<file path="src/rtl/config_loader.sv">
// Configuration-bus initiator: consumes (address, data) word pairs over valid/ready
// and issues each pair as a held write on the shared config_addr/config_data bus.
module config_loader #(
  parameter int unsigned HOLD_CYCLES = 1,
  parameter logic [31:0] IDLE_ADDR   = 32'h0000_0000,
  parameter logic [31:0] END_ADDR    = 32'hFFFF_FFFF
) (
  input  logic        clk,
  input  logic        reset,
  input  logic        start,
  input  logic [31:0] in_data,
  input  logic        in_valid,
  output logic        in_ready,
  output logic [31:0] config_addr,
  output logic [31:0] config_data,
  output logic        config_valid,
  output logic        busy,
  output logic        done,
  output logic        err,
  output logic [15:0] write_count
);

  localparam int unsigned HW = (HOLD_CYCLES > 1) ? $clog2(HOLD_CYCLES) : 1;
  localparam logic [HW-1:0] HOLD_LAST = HW'(HOLD_CYCLES - 1);

  typedef enum logic [1:0] {
    IDLE  = 2'd0,
    ADDR  = 2'd1,
    DATA  = 2'd2,
    ISSUE = 2'd3
  } state_t;

  state_t        state, state_n;
  logic [31:0]   addr_q, addr_n;
  logic          skip, skip_n;
  logic [HW-1:0] hold, hold_n;
  logic [31:0]   config_addr_n, config_data_n;
  logic          config_valid_n, busy_n, done_n, err_n;
  logic [15:0]   write_count_n;
  logic          xfer;

  always_comb begin
    state_n        = state;
    addr_n         = addr_q;
    skip_n         = skip;
    hold_n         = hold;
    config_addr_n  = config_addr;
    config_data_n  = config_data;
    config_valid_n = config_valid;
    busy_n         = busy;
    done_n         = done;
    err_n          = err;
    write_count_n  = write_count;
    in_ready       = (state == ADDR) || (state == DATA);
    xfer           = in_valid && in_ready;

    case (state)
      IDLE: begin
        if (start) begin
          state_n       = ADDR;
          busy_n        = 1'b1;
          done_n        = 1'b0;
          err_n         = 1'b0;
          write_count_n = '0;
          skip_n        = 1'b0;
        end
      end
      ADDR: begin
        // END_ADDR is tested first so a stream terminator is never flagged as an error
        if (xfer) begin
          if (in_data == END_ADDR) begin
            state_n = IDLE;
            busy_n  = 1'b0;
            done_n  = 1'b1;
          end else if (in_data == IDLE_ADDR) begin
            err_n   = 1'b1;
            skip_n  = 1'b1;
            state_n = DATA;
          end else begin
            addr_n  = in_data;
            state_n = DATA;
          end
        end
      end
      DATA: begin
        if (xfer) begin
          if (skip) begin
            skip_n  = 1'b0;
            state_n = ADDR;
          end else begin
            config_addr_n  = addr_q;
            config_data_n  = in_data;
            config_valid_n = 1'b1;
            hold_n         = '0;
            state_n        = ISSUE;
          end
        end
      end
      ISSUE: begin
        if (hold == HOLD_LAST) begin
          config_addr_n  = IDLE_ADDR;
          config_data_n  = '0;
          config_valid_n = 1'b0;
          if (write_count != '1) write_count_n = write_count + 16'd1;
          state_n = ADDR;
        end else begin
          hold_n = hold + 1'b1;
        end
      end
      default: state_n = IDLE;
    endcase
  end

  always_ff @(posedge clk or negedge reset) begin
    if (!reset) begin
      state        <= IDLE;
      addr_q       <= '0;
      skip         <= 1'b0;
      hold         <= '0;
      config_addr  <= IDLE_ADDR;
      config_data  <= '0;
      config_valid <= 1'b0;
      busy         <= 1'b0;
      done         <= 1'b0;
      err          <= 1'b0;
      write_count  <= '0;
    end else begin
      state        <= state_n;
      addr_q       <= addr_n;
      skip         <= skip_n;
      hold         <= hold_n;
      config_addr  <= config_addr_n;
      config_data  <= config_data_n;
      config_valid <= config_valid_n;
      busy         <= busy_n;
      done         <= done_n;
      err          <= err_n;
      write_count  <= write_count_n;
    end
  end

endmodule
</file>
<file path="config.mk">
export PLATFORM = sky130hd
export DESIGN_NAME = config_loader
export DESIGN_NICKNAME = d
export VERILOG_FILES = /design/src/rtl/config_loader.sv
export SDC_FILE = /design/constraint.sdc
export NUM_CORES = 1
export LEC_CHECK = 0
export CAP_MARGIN = 20
export CORE_MARGIN = 4
export CORE_UTILIZATION = 53
export CTS_CLUSTER_DIAMETER = 100
export DETAILED_ROUTE_END_ITERATION = 8
export GPL_TIMING_DRIVEN = 0
export PLACE_DENSITY = 0.87
export SYNTH_ARGS = -nofsm -noshare
export SYNTH_HDL_FRONTEND = slang
export SYNTH_SLANG_ARGS = --single-unit
</file>
<file path="constraint.sdc">
create_clock -name clk -period 5.3 [get_ports clk]
set_input_delay 0.53 -clock clk [delete_from_list [all_inputs] [get_ports clk]]
set_output_delay 0.53 -clock clk [all_outputs]
set_load 0.05 [all_outputs]
</file>
# After elaboration in Yosys (flattened, before gate mapping)
# Index checks and enable logic that the tools add are counted.
[totals]
register_bits = 120
inputBits = 36
out_inout_bits = 85
wordCells = 85
[classes]
addsub = 2
n_eq_ne = 14
muxes = 40
bitwise_logic = 2
n_reduce_logical = 16
[op_table]
columns = ["cell", "count"]
rows = [
  ["$mux W32", 5],
  ["$pmux W32 S2", 2],
  ["$mux W16", 3],
  ["$eq A32 B32 Y1 const B", 1],
  ["$logic_not A32 Y1", 1],
  ["$pmux W16 S2", 1],
  ["$reduce_and A4 Y1", 5],
  ["$add A16 B1 Y16 const B", 1],
  ["$mux W1", 16],
  ["$ne A16 B16 Y1 const B", 1],
  ["$ne A2 B2 Y1 const B", 7],
  ["$mux W2", 6],
  ["$pmux W1 S2", 5],
  ["$pmux W2 S4", 1],
  ["$reduce_and A6 Y1", 1],
  ["$reduce_bool A2 Y1", 3],
  ["$reduce_and A5 Y1", 1],
  ["$eq A2 B2 Y1 const B", 2],
  ["$ne A2 B1 Y1 const B", 2],
  ["$pmux W1 S3", 1],
  ["$reduce_and A3 Y1", 1],
  ["$reduce_bool A3 Y1", 1],
  ["$eq A2 B1 Y1 const B", 1],
  ["$logic_not A2 Y1", 1],
  ["other kinds (4)", 5],
]

# Longest topological paths before layout
# Gate-level depths: netlist (run 1).
[logic_depth]
depth_word = 5
mapped_depth = 9
ltp_nobuf = 7

# Worst setup path before layout (run 1)
# OpenSTA, ideal clock, no wires.
[synth_path]
kind = "register to register"
startpoint = "register state[0]"
endpoint = "register config_addr[0]"
setup_ns = 0.121
t_arrival_ns = 1.976
required_ns = 5.179
setup_slack_ns = 3.203
stages_incl_launch_ff = 9
path_buffers = 2
synth_period_minus_slack_ns = 2.097
cell_sequence = "dfrtp_1 > inv_1 > ha_1 > nand2_1 > nor2_1 > mux2i_1 > buf_2 > buf_1 > a22o_1"
[synth_between]
elab_chain_cells = 5
word_cells_on_any_way = 11
classes_between = "6 x eq/ne; 1 x mux; 4 x reduce/logical"
[synth_lines]
columns = ["element", "line_no", "text"]
rows = [
  ["start: declaration", "33", "state_t state, state_n;"],
  ["start signal: assignment", "128", "state <= state_n;"],
  ["$eq A2 B1 Y1 or $eq A2 B2 Y1 (tied branches)", "54", "in_ready = (state == ADDR) || (state == DATA);"],
  ["$logic_or A1 B1 Y1 (*)", "54", ""],
  ["named net in_ready", "13", "output logic in_ready,"],
  ["$logic_and A1 B1 Y1 (*)", "55", "xfer = in_valid && in_ready;"],
  ["$ne A2 B2 Y1 (no source line) (*)", "n/a", ""],
  ["$reduce_and A4 Y1 (no source line) (*)", "n/a", ""],
  ["end signal: assignment", "132", "config_addr <= config_addr_n;"],
  ["end: declaration", "14", "output logic [31:0] config_addr,"],
]
# Mark *: on every way through the listed nets, which the timed path passes. The rest lies on a longest branch.
# A chain may end at the register's enable or synchronous reset.

# Final worst setup path (run 1)
[layout_path]
startpoint = "register state[0]"
endpoint = "output in_ready"
[layout_between]
elab_chain_cells = 2
word_cells_on_any_way = 3
classes_between = "2 x eq/ne; 1 x reduce/logical"
[layout_lines]
columns = ["element", "line_no"]
rows = [
  ["$eq A2 B1 Y1 or $eq A2 B2 Y1 (tied branches)", "54"],
  ["$logic_or A1 B1 Y1 (*)", "54"],
  ["end: declaration", "13"],
]
# Every way passes the cells marked *; elsewhere a longest branch is shown, timed or not.

==> flow_summary.yaml, run 1 <==
power_and_ir_drop:
  p_leak_nw: 3.06
  powerDensity_mw_per_mm2: 615
  ir_drop_mv: 0.392
grt:
  grtUsageTotal_pct: 26.2
  grt_antenna_before_repair: 0
  first_global_vias: 4225
  grt_pass1_wl_mm: 22.6
  grt-ovfl-total: 0
  grt_max_degree: 109
run:
  cap_violations: 0
synthesis:
  mappedNetlistArea_mm2: 0.00500
  synth_area_leaders: "dfrtp_1, a22o_1, mux2_2"
  synth_cells: 391
  synth_warnings: 0
  synth_top_area_cell: "dfrtp_1"
  synthArstFlopShare_pct: 100
  syn_area_per_cell_um2: 12.8
  yosysSeqAreaShare_pct: 59.5
  ys.flop_type: "dfrtp_1"
  synth_cell_types: 47
  synth_edf_count: 0
  synth.top_cell.area_share_pct: 59.5
  ys_seq_elements: 119
  synth_nets: 433
routing:
  vias_per_cell: 6.10
  routedWlPerCell_um: 21.1
  wirelength_mm: 13.9
  drt_iter0_markers: 283
  vias: 3999
  antenna_left: 0
  drc: 0
  dr.pass1.iters: 6
clock_network:
  root_buffer: "clkbuf_8"
  cts_tree: "done"
  cts_buffer_depth: 2
  cts.clk_slew.worst_paths_ns: 0.06
  insertion_delay_ns: 0.52
  cts_setup_buffers: 0
  numCtsBuffers: 17
  holdBufCountCts: 1
  h-tree-depth: 4
  clock-sinks: 119
  cts_resized: 0
sta:
  maxSlewViolCount: 0
  clock_skew_ns: 0.0164
  setup_viol: 0
  worst_slew_pin_slew_ns: 0.588
  timing.fmax_mhz: 374
  grt_setup_unrepaired: "false"
  min_period_over_period_pct: 50.5
  period_needed_ns: 2.68
  final-hold-violation-count: 0
  fin_hold_ws_ns: 0.390
  max_slew_margin_pct: 60.7
placement:
  place.detailed.instances: 623
  port_buffers: 120
  hpwl_mm: 9.33
  globalplace.congestion: 0.867
floorplan:
  die_w_um: 105
  fp.dieH_um: 105
  rows: 35
  ioPinCount: 121
  core_mm2: 0.00920
  die_area_mm2: 0.0111
  initial_core_util_pct: 54.4
critical_path:
  endpoint_kind: "output port"
  crit_fanout: 5
  critPathKind: "reg -> out"
  cp-start-kind: "register"
  critPathArrivalTime_ns: 2.15
  worst_ep_required_time_ns: 4.77
finish:
  num-nets-final: 574
  fin_cells: 656
  layout-drive-gt1-share_pct: 15.4
  antenna_cells: 0
  syn_to_final_growth_pct: 38.7
  fillers: 567
min_path:
  holdCritPathClass: "in -> async"
status:
  status: "completed"
## cell usage after synthesis, drive strengths merged (4+ instances only)
| cell type | n |
|---|---|
| clkbuf | 5 |
| nor2 | 11 |
| nand4 | 13 |
| and3 | 4 |
| a21oi | 18 |
| o21ai | 13 |
| buf | 21 |
| a31oi | 5 |
| nand2 | 18 |
| inv | 6 |
| mux2i | 5 |
| mux2 | 33 |
| nor4 | 10 |
| a22o | 66 |
| dfrtp | 119 |
| nand3 | 8 |
| ha | 6 |
## flip-flops by register name, indices dropped and copies added, names as in the netlist, 2 cells and up
signal	cells
addr_q	32
config_data	32
config_addr	32
write_count	16
state	2
## cell type report
class                      count  area [um2]  area share (%)
multi-input combinational    240        1850            26.6
inverter                       6        22.5           0.325
tap                          111         139            2.00
sequential                   119        2980            42.9
clock inverter                13         124            1.79
timing repair buffer         122        1240            17.9
clock buffer                  19         432            6.22
buffer                        26         158            2.27
## worst max-delay path: stages (launching register included)
cell,delay [ns]
dfrtp_1,0.42
inv_1,0.09
ha_1,0.32
clkdlybuf4s50_1,0.81
## path summary, 6_finish.rpt
| kind | from | end | slack (ns) | depth (start not counted) |
|---|---|---|---|---|
| worst max-delay path | state[0] | in_ready | 2.62 | 3 |
| worst min-delay path | reset | write_count[11] | 0.39 | 2 |
| worst max register to register | state[0] | write_count[3] | 3.10 | 9 |
| worst min register to register | addr_q[28] | config_addr[28] | 0.50 | 1 |
| max in group asynchronous | reset | config_addr[21] | 4.19 | 3 |
| min in group clk | addr_q[28] | config_addr[28] | 0.50 | 1 |
## logic make-up after synthesis
family	Yosys count	synth area share [%]
compound gates	120	18.3
fa+ha+maj	6	1.50
buf+inv	32	3.60
mux	38	8.50
simple gates	76	8.63
flops	119	59.5
## layout by cell type, fill, tap and decap left out, types with 2 or more instances in the layout
| cell type | n |
|---|---|
| a21o_1 | 3 |
| a21oi_1 | 17 |
| a22o_1 | 66 |
| a31oi_1 | 5 |
| a41oi_1 | 2 |
| and2_1 | 2 |
| and3_1 | 4 |
| buf_1 | 6 |
| buf_2 | 9 |
| buf_4 | 2 |
| buf_6 | 2 |
| buf_8 | 3 |
| clkbuf_1 | 6 |
| clkbuf_16 | 16 |
| clkbuf_8 | 2 |
| clkdlybuf4s50_1 | 119 |
| clkinv_2 | 2 |
| clkinv_4 | 5 |
| clkinvlp_4 | 3 |
| dfrtp_1 | 119 |
| ha_1 | 6 |
| inv_1 | 6 |
| inv_6 | 2 |
| mux2_1 | 4 |
| mux2_2 | 28 |
| mux2i_1 | 5 |
| nand2_1 | 17 |
| nand2b_1 | 2 |
| nand3_1 | 7 |
| nand4_1 | 13 |
| nor2_1 | 11 |
| nor2b_1 | 2 |
| nor3_1 | 2 |
| nor4_1 | 9 |
| o21a_1 | 2 |
| o21ai_0 | 13 |
| o31ai_1 | 3 |
## per-stage QoR
step | cell area, um2 | setup TNS, ns | utilization, % | total power, mW | setup slack (ns)
4_1_cts | 6940 | 0 | 75.4 | 4.28 | 2.59
3_5_place_dp | 6370 | 0 | 69.3 | 3.18 | 2.49
3_3_place_gp | 6340 | -76.76 | 69.0 | 3.11 | -0.653
6_report | 6940 | 0 | 75.4 | 4.27 | 2.62
2_1_floorplan | 5000 | 0 | - | 2.56 | 3.20
5_1_grt | 6940 | 0 | 75.4 | 4.44 | 2.52
## per-layer routing
layer	share of wire [%]	wire (um)	GRT usage [%]	vias up
met5	0	0	0	-
li1	-	-	-	1767
met4	1.9	267	7.50	0
met1	39	5460	32.8	2018
met3	8.8	1210	10.1	26
met2	50	6910	42.5	188
## power by group
part	total (mW)	switching, mW	internal, mW
clock network	1.07	0.431	0.637
registers	1.42	0.208	1.21
logic	1.78	1.11	0.669
(Power assumes the default switching activity.)
==> inputs of run 2 (changes only) <==
- CORE_UTILIZATION: 53 -> 49
- PLACE_DENSITY: 0.87 -> 0.81
- clock period: 5.3 -> 2.6 ns (I/O delays scaled with it)
==> flow_summary.yaml, run 2 (same netlist as run 1, synthesis figures left out) <==
status:
  status: "completed"
run:
  cap_violations: 0
routing:
  dr.pass1.iters: 5
  wirelength_mm: 13.4
  drc: 0
  antenna_left: 0
  vias: 3936
  drt_iter0_markers: 219
  vias_per_cell: 5.81
  routedWlPerCell_um: 19.7
power_and_ir_drop:
  ir_drop_mv: 0.723
  p_int_mw: 5.22
  powerDensity_mw_per_mm2: 1250
  swShare_pct: 40.4
  pwr-share-clk_pct: 26.1
  power_mw: 8.77
  p_leak_nw: 3.07
  p_comb_share_pct: 41.2
  power_frac_seq_pct: 32.7
  power.switching_mw: 3.54
grt:
  grt_util_met1_pct: 31.6
  grtUsageTotal_pct: 24.2
  busiest_layer: "met2"
  globalRouteMet3Util_pct: 6.04
  groute.layer.met2.usage_pct: 38.4
  grt_max_degree: 73
  grt-ovfl-total: 0
  grt_antenna_before_repair: 0
  grt_pass1_wl_mm: 22.1
  first_global_vias: 4230
sta:
  period_needed_ns: 2.46
  timing.fmax_mhz: 407
  fin_hold_ws_ns: 0.257
  grt_setup_unrepaired: "false"
  final-hold-violation-count: 0
  min_period_over_period_pct: 94.5
  maxSlewViolCount: 0
  max_slew_margin_pct: 62.3
  clock_skew_ns: 0.00595
  worst_slew_pin_slew_ns: 0.564
  setup_viol: 0
clock_network:
  cts_tree: "done"
  cts_setup_buffers: 0
  cts_buffer_depth: 2
  cts.clk_slew.worst_paths_ns: 0.06
  root_buffer: "clkbuf_8"
  clock-sinks: 119
  h-tree-depth: 4
  numCtsBuffers: 17
  insertion_delay_ns: 0.51
floorplan:
  die_area_mm2: 0.0119
  core_mm2: 0.00986
  ioPinCount: 121
  initial_core_util_pct: 50.7
  rows: 36
  die_w_um: 109
  fp.dieH_um: 109
finish:
  num-nets-final: 574
  final_cell_mix: "dfrtp_1, clkdlybuf4s50_1, a22o_1"
  antenna_cells: 0
  fillers: 668
  syn_to_final_growth_pct: 39.7
  layout-drive-gt1-share_pct: 15.6
  reg.largest.list: "addr_q x32, config_addr x32, config_data x32"
min_path:
  holdCritPathClass: "in -> async"
critical_path:
  r2r-end: "config_addr[30]"
  crit_fanout: 5
  worst_ep_required_time_ns: 2.34
  endpoint_kind: "output port"
  r2r_cells: 8
  cp-start-kind: "register"
  reg2reg_from: "state[0]"
  critPathKind: "reg -> out"
  critPathArrivalTime_ns: 2.20
  r2r_setup_slack_ns: 0.34
placement:
  port_buffers: 120
  globalplace.congestion: 0.897
  hpwl_mm: 9.38
==> run 2: power by group through the flow <==
stage               clock (mW)  combinational [mW]  sequential [mW]
floorplan                    0                1.23             3.99
CTS                       2.31                3.64             2.87
detailed placement           0                3.60             2.88
finish                    2.29                3.61             2.87
global route              2.41                3.82             2.94
global placement             0                3.51             2.84
==> run 2: final cells by class <==
class                      count  area, um2  area share [%]
multi-input combinational    240       1850            26.4
tap                          133        166            2.38
clock inverter                15        168            2.40
timing repair buffer         122       1240            17.7
sequential                   119       2980            42.6
inverter                       6       22.5           0.322
clock buffer                  17        414            5.92
buffer                        26        158            2.25
==> run 2: how the worst max path moves through the flow <==
stage                      from         endpoint  slack, ns  depth (start not counted)
finish                 state[0]         in_ready       0.14                          3
floorplan              state[0]   config_addr[0]       0.50                          8
global route           state[0]         in_ready       0.07                          3
global placement          reset  config_addr[19]      -3.18                          1
detailed placement  in_data[13]        addr_q[2]       0.11                          7
CTS                    state[0]         in_ready       0.13                          3
==> run 2: critical path: stages, from the launching register on <==
cell	delay [ns]
dfrtp_1	0.43
inv_1	0.10
ha_1	0.34
clkdlybuf4s50_1	0.82
==> run 2: repair_timing <==
item / CTS / global route
endpoints found under the hold margin: 47 / 0
endpoints found under the setup margin: 0 / 0
hold buffers: 1 / 0
gates resized for setup: 0 / 0
==> run 2: routing by layer <==
metal | up-vias | part of all wire (%)
li1 | 1785 | -
met1 | 1978 | 43
met2 | 149 | 50
met3 | 24 | 5.7
met4 | 0 | 1.9
met5 | - | 0
==> run 2: through the flow <==
step	instances	setup slack, ns	TNS, ns	instance area (um2)	util (%)
2_1_floorplan	391	0.503	0	5000	-
3_3_place_gp	644	-3.18	-377.91	6370	64.6
3_5_place_dp	645	0.109	0	6400	64.9
4_1_cts	678	0.127	0	6990	70.9
5_1_grt	678	0.0750	0	6990	70.9
6_report	678	0.143	0	6990	70.9
